[src/rtl/readout_pkg.sv]
// Shared types and constants for the capture-memory readout block.
package readout_pkg;

    localparam int ADDR_WIDTH = 4;
    localparam int DATA_WIDTH = 8;
    localparam int DEPTH      = 1 << ADDR_WIDTH;

    typedef logic [ADDR_WIDTH-1:0] addr_t;
    typedef logic [DATA_WIDTH-1:0] data_t;
    // One extra bit so a full-depth dump (DEPTH samples) is representable.
    typedef logic [ADDR_WIDTH:0]   cnt_t;

    localparam cnt_t FULL_CNT = cnt_t'(DEPTH);
    localparam cnt_t LAST_IDX = cnt_t'(DEPTH - 1);

    typedef enum logic [1:0] {
        IDLE   = 2'd0,
        FETCH  = 2'd1,
        STREAM = 2'd2,
        DONE   = 2'd3
    } state_t;

    // Read address advance; wraps from all-ones back to zero.
    function automatic addr_t addr_inc(input addr_t a);
        return a + addr_t'(1);
    endfunction

endpackage

[src/rtl/readout_if.sv]
// Sample stream between the readout block and its downstream consumer.
interface readout_if;
    import readout_pkg::*;

    data_t o_data;
    logic  o_valid;
    logic  o_last;
    logic  i_ready;

    modport master (output o_data, output o_valid, output o_last, input i_ready);
    modport slave  (input o_data, input o_valid, input o_last, output i_ready);

endinterface

[src/rtl/readout_skid.sv]
// Two-entry output buffer: head register drives the stream, tail absorbs
// one extra sample so the read pipeline can keep running while downstream
// stalls. The head only changes on a transfer or while empty, which keeps
// o_data/o_last stable during back-pressure.
module readout_skid
    import readout_pkg::*;
(
    input  logic       clk,
    input  logic       reset,
    input  logic       flush,
    input  logic       push,
    input  data_t      push_data,
    input  logic       push_last,
    output logic [1:0] count,
    output logic       pop,
    readout_if.master  stream
);

    logic [1:0] cnt_q;
    data_t      tail_data;
    logic       tail_last;

    assign count = cnt_q;
    assign pop   = stream.o_valid && stream.i_ready;

    // Occupancy, head and tail update on push/pop; flush empties the buffer.
    always_ff @(posedge clk) begin
        if (reset) begin
            cnt_q          <= 2'd0;
            stream.o_valid <= 1'b0;
            stream.o_last  <= 1'b0;
            stream.o_data  <= '0;
            tail_data      <= '0;
            tail_last      <= 1'b0;
        end else if (flush) begin
            cnt_q          <= 2'd0;
            stream.o_valid <= 1'b0;
            stream.o_last  <= 1'b0;
        end else begin
            case ({pop, push})
                2'b01: begin
                    if (cnt_q == 2'd0) begin
                        stream.o_data  <= push_data;
                        stream.o_last  <= push_last;
                        stream.o_valid <= 1'b1;
                        cnt_q          <= 2'd1;
                    end else begin
                        tail_data <= push_data;
                        tail_last <= push_last;
                        cnt_q     <= 2'd2;
                    end
                end
                2'b10: begin
                    if (cnt_q == 2'd2) begin
                        stream.o_data <= tail_data;
                        stream.o_last <= tail_last;
                        cnt_q         <= 2'd1;
                    end else begin
                        stream.o_valid <= 1'b0;
                        stream.o_last  <= 1'b0;
                        cnt_q          <= 2'd0;
                    end
                end
                2'b11: begin
                    if (cnt_q == 2'd2) begin
                        stream.o_data <= tail_data;
                        stream.o_last <= tail_last;
                        tail_data     <= push_data;
                        tail_last     <= push_last;
                    end else begin
                        stream.o_data <= push_data;
                        stream.o_last <= push_last;
                    end
                end
                default: ;
            endcase
        end
    end

endmodule

[src/rtl/readout.sv]
// Capture-memory readout: once capture stops, reads the whole memory from
// the oldest sample upward and streams it out with valid/ready handshake.
//
// Read pipeline: raddr is registered (stage p1), memory returns data one
// cycle later (stage p2) and the skid buffer captures it. raddr is held
// whenever no read issues, so a p2 sample stays on rdata until the skid has
// room -- the memory output acts as a parking slot, which is what allows a
// 2-entry skid to sustain one sample per cycle.
module readout
    import readout_pkg::*;
(
    input  logic      clk,
    input  logic      reset,
    input  logic      stopped,
    input  addr_t     waddr,
    output addr_t     raddr,
    input  data_t     rdata,
    readout_if.master stream,
    output logic      o_done
);

    state_t     state;
    cnt_t       rd_cnt;
    cnt_t       xfer_cnt;
    logic       vld_p1;
    logic       vld_p2;
    logic       last_p1;
    logic       last_p2;

    logic [1:0] skid_count;
    logic [1:0] cnt_next;
    logic       skid_pop;
    logic       active;
    logic       run;
    logic       abort;
    logic       room;
    logic       push;
    logic       hold;
    logic       issue;

    // Push/issue decisions for the read pipeline.
    always_comb begin
        active   = (state == FETCH) || (state == STREAM);
        run      = active && stopped;
        abort    = active && !stopped;
        room     = (skid_count != 2'd2) || skid_pop;
        push     = run && vld_p2 && room;
        hold     = vld_p2 && !room;
        cnt_next = skid_count;
        if (push && !skid_pop) begin
            cnt_next = skid_count + 2'd1;
        end else if (!push && skid_pop) begin
            cnt_next = skid_count - 2'd1;
        end
        // A read issued while p1 is occupied forces the p1 sample to be
        // pushed next cycle, so the skid must have a free slot by then.
        issue    = run && (rd_cnt < FULL_CNT) && !hold && (!vld_p1 || cnt_next <= 2'd1);
    end

    // Control FSM, address generator and read/transfer counters.
    always_ff @(posedge clk) begin
        if (reset) begin
            state    <= IDLE;
            raddr    <= '0;
            rd_cnt   <= '0;
            xfer_cnt <= '0;
            vld_p1   <= 1'b0;
            vld_p2   <= 1'b0;
            last_p1  <= 1'b0;
            last_p2  <= 1'b0;
            o_done   <= 1'b0;
        end else begin
            case (state)
                IDLE: begin
                    o_done <= 1'b0;
                    if (stopped) begin
                        state    <= FETCH;
                        raddr    <= waddr;
                        rd_cnt   <= cnt_t'(1);
                        xfer_cnt <= '0;
                        vld_p1   <= 1'b1;
                        last_p1  <= (DEPTH == 1);
                        vld_p2   <= 1'b0;
                    end
                end
                FETCH, STREAM: begin
                    if (abort) begin
                        state    <= IDLE;
                        rd_cnt   <= '0;
                        xfer_cnt <= '0;
                        vld_p1   <= 1'b0;
                        vld_p2   <= 1'b0;
                        o_done   <= 1'b0;
                    end else begin
                        state <= STREAM;
                        if (issue) begin
                            raddr   <= addr_inc(raddr);
                            rd_cnt  <= rd_cnt + cnt_t'(1);
                            last_p1 <= (rd_cnt == LAST_IDX);
                        end
                        vld_p1 <= issue;
                        vld_p2 <= vld_p1 || hold;
                        if (vld_p1) begin
                            last_p2 <= last_p1;
                        end
                        if (skid_pop) begin
                            xfer_cnt <= xfer_cnt + cnt_t'(1);
                            if (xfer_cnt == LAST_IDX) begin
                                state  <= DONE;
                                o_done <= 1'b1;
                            end
                        end
                    end
                end
                DONE: begin
                    if (!stopped) begin
                        state  <= IDLE;
                        o_done <= 1'b0;
                    end
                end
                default: state <= IDLE;
            endcase
        end
    end

    readout_skid u_skid (
        .clk       (clk),
        .reset     (reset),
        .flush     (abort),
        .push      (push),
        .push_data (rdata),
        .push_last (last_p2),
        .count     (skid_count),
        .pop       (skid_pop),
        .stream    (stream)
    );

endmodule
[src/flat_wrapper.sv]
// flat-port wrapper written by rule: the top's interface ports become plain ports
module readout_flat import readout_pkg::*;
  (clk, reset, stopped, waddr, raddr, rdata, o_done, stream_o_data, stream_o_valid, stream_o_last, stream_i_ready);
  readout_if stream_i ();
  input  logic clk;
  input  logic reset;
  input  logic stopped;
  input  addr_t waddr;
  output addr_t raddr;
  input  data_t rdata;
  output logic o_done;
  output wire logic [$bits(stream_i.o_data)-1:0] stream_o_data;
  output wire logic [$bits(stream_i.o_valid)-1:0] stream_o_valid;
  output wire logic [$bits(stream_i.o_last)-1:0] stream_o_last;
  input wire logic [$bits(stream_i.i_ready)-1:0] stream_i_ready;
  assign stream_o_data = stream_i.o_data;
  assign stream_o_valid = stream_i.o_valid;
  assign stream_o_last = stream_i.o_last;
  assign stream_i.i_ready = stream_i_ready;
  readout u_core (.clk(clk), .reset(reset), .stopped(stopped), .waddr(waddr), .raddr(raddr), .rdata(rdata), .stream(stream_i), .o_done(o_done));
endmodule
[config.mk]
export PLATFORM = sky130hd
export DESIGN_NAME = readout_flat
export DESIGN_NICKNAME = d
export VERILOG_FILES = /design/src/rtl/readout_pkg.sv /design/src/rtl/readout_if.sv /design/src/rtl/readout_skid.sv /design/src/rtl/readout.sv /design/src/flat_wrapper.sv
export SDC_FILE = /design/constraint.sdc
export NUM_CORES = 1
export LEC_CHECK = 0
export BUFFER_PORTS_ARGS = -buffer_cell sky130_fd_sc_hd__clkbuf_2
export CAP_MARGIN = 20
export CELL_PAD_IN_SITES_DETAIL_PLACEMENT = 1
export CELL_PAD_IN_SITES_GLOBAL_PLACEMENT = 1
export CORE_ASPECT_RATIO = 2
export CORE_UTILIZATION = 30
export CTS_CLUSTER_SIZE = 30
export DETAILED_ROUTE_END_ITERATION = 6
export GPL_ROUTABILITY_DRIVEN = 0
export GPL_TIMING_DRIVEN = 0
export HOLD_SLACK_MARGIN = 0.08
export PLACE_DENSITY_LB_ADDON = 0.1
export SYNTH_ARGS = -nofsm -noshare
export SYNTH_HDL_FRONTEND = slang
export SYNTH_SLANG_ARGS = --single-unit
[constraint.sdc]
create_clock -name clk -period 4.6 [get_ports clk]
set_clock_uncertainty 0.2 [all_clocks]
set_input_delay 0.69 -clock clk [delete_from_list [all_inputs] [get_ports clk]]
set_output_delay 0.69 -clock clk [all_outputs]
set_load 0.02 [all_outputs]
==> qor.yml, run 1 <==
status:
  status: "finished, final reports clean"
clocking:
  cts_buffer_depth: 2
  cts_root_buf: "clkbuf_16"
  cts_setup_buffers: 0
  clk_pin_slew_ns: 0.06
  cts.hold.buffers_added: 0
  clkLatencyLatePin_ns: 0.29
  cts_buffers: 5
  clock-sinks: 42
  htree_num_levels: 2
  cts_tree: "done"
  postCtsResizedCells: 0
timing:
  post-route-period-util_pct: 59.55
  min_period_ns: 2.739
  rsz0062_at_grt: "false"
  hold_violations: 0
  tns_ns: 0
  layout_setup_ws_ns: 1.861
  drv_slew: 0
  relSlewSlack_pct: 57.06
  clock.fmax_mhz: 365.1
  hold_ws_ns: 0.2686
  tightest_slew_ns: 0.6441
  setup_viol: 0
job:
  maxCapViolCount: 0
global_route:
  first_global_vias: 2336
  overflow: 0
  antenna_found_initial: 0
  grtUsageTotal_pct: 19.79
  grt_pass1_wl_um: 11990
  grt_max_degree: 13
cells_and_area:
  syn2layout_area_growth_pct: 18.74
  finalNetCount: 341
  fin_util_pct: 36.67
  antenna_cells: 0
  layout-drive-gt1-share_pct: 18.04
placed_design:
  io_buffers: 30
  hpwl_um: 5705
  place_ws_ns: 1.863
floorplan:
  ios: 31
  core_area_mm2: 0.007545
  die_area_mm2: 0.008143
  initial_core_util_pct: 30.88
  die_w_um: 64.31
  die_y_um: 126.6
  row_count: 45
synth:
  ys_warn_count: 0
  yosysSeqAreaShare_pct: 36.09
  synth_flop_cell: "dfxtp_1"
  synth_largest_area_cell: "dfxtp_1"
  ys_async_sr_fraction_pct: 0
  synth-edff-count: 0
  synthesis.area_mm2: 0.002330
  yosys.area.top_type_share_pct: 36.09
  avgSynthCellArea_um2: 8.350
  synth.top_cells.by_count: "42 x dfxtp_1, 31 x nor2_1, 25 x nor3_1"
  synth_area_leaders: "dfxtp_1 36%, mux2i_1 6.4%, nor3_1 5.4%, a21oi_1 5.2%, nor2_1 5.0%"
  synth_seq_cells: 42
  yosysMostFrequentCell: "dfxtp_1"
  synthCells: 279
  synth.net_count: 304
  synth_cell_types: 52
setup_path:
  end_kind: "register"
  cp_data_required_time_ns: 4.62
  cp.arrival_ns: 2.76
  crit_type: "reg -> reg"
  worstSetupStartpointType: "register"
  reg2reg_slack_ns: 1.86
  crit_path_max_fanout: 10
power:
  leakagePower_nw: 1.144
  vdd_drop_max_mv: 0.1679
  p_per_area_mw_per_mm2: 374.4
route:
  drtIter0Drc: 42
  ant_nets: 0
  dr.pass1.iters: 4
  num_vias: 2206
  viasPerCell: 5.380
  drcViolationCount: 0
  wire_per_inst_um: 17.78
  routed_wirelength_um: 7290
worst_hold_path:
  min_path_type: "reg -> reg"
[cells in the final DEF, fill, tap and decap left out, types with 2 or more instances in the layout]
| cell type | netlist | final |
|---|---|---|
| a21o_1 | 2 | 2 |
| a21oi_1 | 24 | 24 |
| a22oi_1 | 2 | 2 |
| a311oi_1 | 3 | 3 |
| a31o_2 | 3 | 3 |
| a31oi_1 | 3 | 3 |
| and2_1 | 3 | 3 |
| and3_1 | 5 | 5 |
| and4b_1 | 2 | 2 |
| buf_1 | 3 | 3 |
| buf_2 | 2 | 2 |
| clkbuf_1 | 10 | 10 |
| clkbuf_16 | 0 | 5 |
| clkbuf_2 | 1 | 31 |
| dfxtp_1 | 42 | 42 |
| ha_1 | 9 | 9 |
| inv_1 | 13 | 13 |
| mux2_2 | 8 | 8 |
| mux2i_1 | 15 | 15 |
| nand2_1 | 8 | 8 |
| nand2b_1 | 8 | 8 |
| nand3_1 | 8 | 8 |
| nor2_1 | 31 | 31 |
| nor2b_1 | 2 | 2 |
| nor3_1 | 25 | 25 |
| nor4_1 | 2 | 2 |
| o211a_1 | 2 | 2 |
| o211ai_1 | 2 | 2 |
| o21a_1 | 2 | 2 |
| o21ai_0 | 13 | 13 |
| o22ai_1 | 2 | 2 |
| or2_2 | 2 | 2 |
| or3_1 | 2 | 2 |
[routing by layer]
layer / track usage, % / routed length [um] / share of wire, %
met5: 0 / 0 / 0
met4: 9.412 / 204 / 2.8
met3: 3.058 / 147 / 2.0
met2: 39.69 / 4346 / 60
met1: 18.36 / 2592 / 36
[metrics by stage]
step / instances / power [mW] / area [um2]
finish: 410 / 1.036 / 2766
global route: 410 / 1.092 / 2766
CTS: 410 / 1.056 / 2766
detailed placement: 403 / 0.6306 / 2597
global placement: 403 / 0.6288 / 2597
floorplan: 279 / 0.5533 / 2330
[logic make-up after synthesis]
family,synth area share (%)
DFF,36.09
and+or+nand+nor,23.47
xor gates and xnor gates,0.3760
adders and majority gates,4.834
AOI/OAI and AO/OA,20.09
buffers and inverters,4.834
muxes,10.31
[critical path, cell delays in order (launching register included)]
cell,delay [ns]
dfxtp_1,0.37
inv_1,0.06
ha_1,0.38
buf_2,0.31
nand4b_1,0.23
a2bb2oi_1,0.30
mux2i_1,0.22
a2111o_1,0.45
a31oi_1,0.15
[area by class of cell]
| class | count | area (um2) |
|---|---|---|
| clock buffer | 6 | 138.9 |
| buffer | 16 | 63.81 |
| clock inverter | 1 | 30.03 |
| timing repair buffer | 30 | 150.1 |
| sequential | 42 | 840.8 |
| inverter | 13 | 48.80 |
| fill | 946 | 4778 |
| tap | 94 | 117.6 |
| multi-input combinational | 208 | 1376 |
[sequential cells by signal, summed over array words and instances (netlist names)]
signal / count
u_core.u_skid.stream.o_last: 1
u_core.state: 2
u_core.last_p1: 1
u_core.o_done: 1
u_core.last_p2: 1
u_core.raddr: 4
u_core.u_skid.count: 2
u_core.u_skid.tail_data: 8
u_core.u_skid.stream.o_data: 8
u_core.vld_p1: 1
u_core.u_skid.stream.o_valid: 1
u_core.u_skid.tail_last: 1
u_core.vld_p2: 1
u_core.rd_cnt: 5
u_core.xfer_cnt: 5
[path summary, 6_finish.rpt]
| check | from | endpoint | cells past startpoint |
|---|---|---|---|
| worst max-delay path | u_core.state[0] | u_core.rd_cnt[3] | 8 |
| worst max register to register | u_core.state[0] | u_core.rd_cnt[3] | 8 |
| worst min register to register | u_core.xfer_cnt[3] | u_core.xfer_cnt[3] | 2 |
| worst min-delay path | u_core.xfer_cnt[3] | u_core.xfer_cnt[3] | 2 |
[report_power, final]
group	leakage, nW	internal, mW	switching (mW)	total (mW)
Clock	0.0829	0.268	0.149	0.417
Combinational	0.721	0.0789	0.138	0.217
Sequential	0.340	0.382	0.0201	0.402
No activity file was read; power rests on OpenSTA's default activity.
==> inputs of run 2 (changes only) <==
- clock period: 4.6 -> 2.85 ns (I/O delays scaled with it)
==> run 2 against run 1 <==
  * Via count did not move
  * Power rose by 62%
  * Global-route usage did not move
  * Sequential power rose by 61%
  * Count of clock-buffer cells in the layout did not move
  * Wire length barely moved
  * Critical path depth did not move
  * Largest power group unchanged
==> qor.yml, run 2 (same netlist as run 1, synthesis figures left out) <==
global_route:
  first_global_vias: 2336  # unchanged
  grt_pass1_wl_um: 11990  # unchanged
  antenna_found_initial: 0  # unchanged
  grt_max_degree: 13  # unchanged
  overflow: 0  # unchanged
  grtUsageTotal_pct: 19.79  # unchanged
setup_path:
  crit_type: "reg -> reg"
  worstSetupStartpointType: "register"
  cp.arrival_ns: 2.71  # -0.05 ns
  cp_data_required_time_ns: 2.87  # -1.75 ns
  crit_path_max_fanout: 10  # unchanged
  end_kind: "register"
route:
  drtIter0Drc: 41  # -2.4%
  ant_nets: 0  # unchanged
  routed_wirelength_um: 7289  # about the same
  num_vias: 2206  # unchanged
  dr.pass1.iters: 4  # unchanged
  drcViolationCount: 0  # unchanged
  viasPerCell: 5.380  # unchanged
  wire_per_inst_um: 17.78  # about the same
clocking:
  postCtsResizedCells: 0  # unchanged
  cts_buffer_depth: 2  # unchanged
  clkLatencyLatePin_ns: 0.29  # about the same
  htree_num_levels: 2  # unchanged
  cts_setup_buffers: 0  # unchanged
  clock-sinks: 42  # unchanged
  cts_tree: "done"
  cts_root_buf: "clkbuf_16"
  clk_pin_slew_ns: 0.06  # about the same
  cts_buffers: 5  # unchanged
  cts.hold.buffers_added: 0  # unchanged
power:
  leakagePower_nw: 1.145  # about the same
  vdd_drop_max_mv: 0.2710  # +61%
  intPower_mw: 1.179  # +62%
  p_sw_share_pct: 29.58  # -0.035 points
  p_per_area_mw_per_mm2: 604.5  # +61%
  power_frac_clock_pct: 40.2  # about the same
  p_seq_share_pct: 38.8  # about the same
  power_switching_uw: 495.1  # +61%
  power.share.combinational_pct: 21.0  # about the same
timing:
  tns_ns: 0  # unchanged
  tightest_slew_ns: 0.6441  # unchanged
  drv_slew: 0  # unchanged
  clock.fmax_mhz: 371.8  # +1.9%
  min_period_ns: 2.689  # -0.04990 ns
  relSlewSlack_pct: 57.06  # unchanged
  rsz0062_at_grt: "false"
  setup_viol: 0  # unchanged
  post-route-period-util_pct: 94.36  # +35 points
  hold_violations: 0  # unchanged
job:
  maxCapViolCount: 0  # unchanged
floorplan:
  die_area_mm2: 0.008143  # unchanged
  die_y_um: 126.6  # unchanged
  core_area_mm2: 0.007545  # unchanged
  initial_core_util_pct: 30.88  # unchanged
  ios: 31  # unchanged
  row_count: 45  # unchanged
  die_w_um: 64.31  # unchanged
cells_and_area:
  layout_commonest_cell: "dfxtp_1"
  design_area_mm2: 0.002769  # about the same
  finalNetCount: 341  # unchanged
  syn2layout_area_growth_pct: 18.85  # about the same
  final_cell_mix: "42 x dfxtp_1, 31 x nor2_1, 31 x clkbuf_2, 25 x nor3_1, 24 x a21oi_1"
  antenna_cells: 0  # unchanged
  reg_top3: "u_core.u_skid.stream.o_data: 8 flops, u_core.u_skid.tail_data: 8 flops"
  n_fill_cell: 945  # -0.11%
  layout-drive-gt1-share_pct: 18.04  # unchanged
placed_design:
  hpwl_um: 5705  # unchanged
  placed_area_mm2: 0.002597  # unchanged
  io_buffers: 30  # unchanged
status:
  status: "finished, final reports clean"
worst_hold_path:
  min_path_type: "in -> reg"
-- run 2: cell counts in the layout (fill, tap and decap cells not counted) --
No cell type changed its count.
-- run 2: final cells by class --
| class | count | area (um2) | share of cell area (%) |
|---|---|---|---|
| Multi-Input combinational cell | 208 | 1376 | 49.71 |
| Sequential cell | 42 | 840.8 | 30.37 |
| Timing Repair Buffer | 30 | 150.1 | 5.422 |
| Clock buffer | 6 | 138.9 | 5.016 |
| Tap cell | 94 | 117.6 | 4.248 |
| Buffer | 16 | 66.31 | 2.395 |
| Inverter | 13 | 48.80 | 1.762 |
| Clock inverter | 1 | 30.03 | 1.084 |
-- run 2: power by group through the flow --
stage | combinational [mW] | clock [mW] | sequential [mW]
floorplan | 0.220 | 0 | 0.673
global placement | 0.354 | 0 | 0.661
detailed placement | 0.355 | 0 | 0.663
CTS | 0.357 | 0.698 | 0.650
global route | 0.391 | 0.720 | 0.653
finish | 0.352 | 0.673 | 0.649
-- run 2: worst max-delay path: stages, from the launching register on --
cell and delay (ns):
dfxtp_1 0.37, inv_1 0.06, ha_1 0.38, clkbuf_4 0.28, nand4b_1 0.21, a2bb2oi_1 0.30
mux2i_1 0.22, a2111o_1 0.45, a31oi_1 0.15
-- run 2: worst paths after layout --
kind | start | to | depth (start not counted) | slack [ns]
setup / recovery | u_core.state[0] | u_core.rd_cnt[3] | 8 | 0.16
hold / removal | rdata[4] | u_core.u_skid.tail_data[4] | 3 | 0.19
setup reg to reg | u_core.state[0] | u_core.rd_cnt[3] | 8 | 0.16
hold reg to reg | u_core.xfer_cnt[3] | u_core.xfer_cnt[3] | 2 | 0.27
-- run 2: routing by layer --
| layer | share of wire (%) | wire [um] | up-vias | global-route usage, % |
|---|---|---|---|---|
| met5 | 0 | 0 | - | 0 |
| met4 | 2.8 | 204 | 0 | 9.412 |
| met3 | 2.0 | 146 | 13 | 3.058 |
| met2 | 60 | 4346 | 33 | 39.69 |
| met1 | 36 | 2592 | 1074 | 18.36 |
| li1 | - | - | 1086 | - |
-- run 2: per-stage QoR --
step / instances / power (mW) / hold WS [ns] / setup slack [ns] / util, %
2_1_floorplan: 279 / 0.8931 / 0.2353 / 0.6410 / -
3_3_place_gp: 403 / 1.015 / 0.2695 / 0.1787 / 34.43
3_5_place_dp: 403 / 1.018 / 0.2659 / 0.1797 / 34.43
4_1_cts: 410 / 1.704 / 0.1889 / 0.1310 / 36.67
5_1_grt: 410 / 1.765 / 0.1969 / 0.0009257 / 36.70
6_report: 410 / 1.674 / 0.1893 / 0.1606 / 36.70
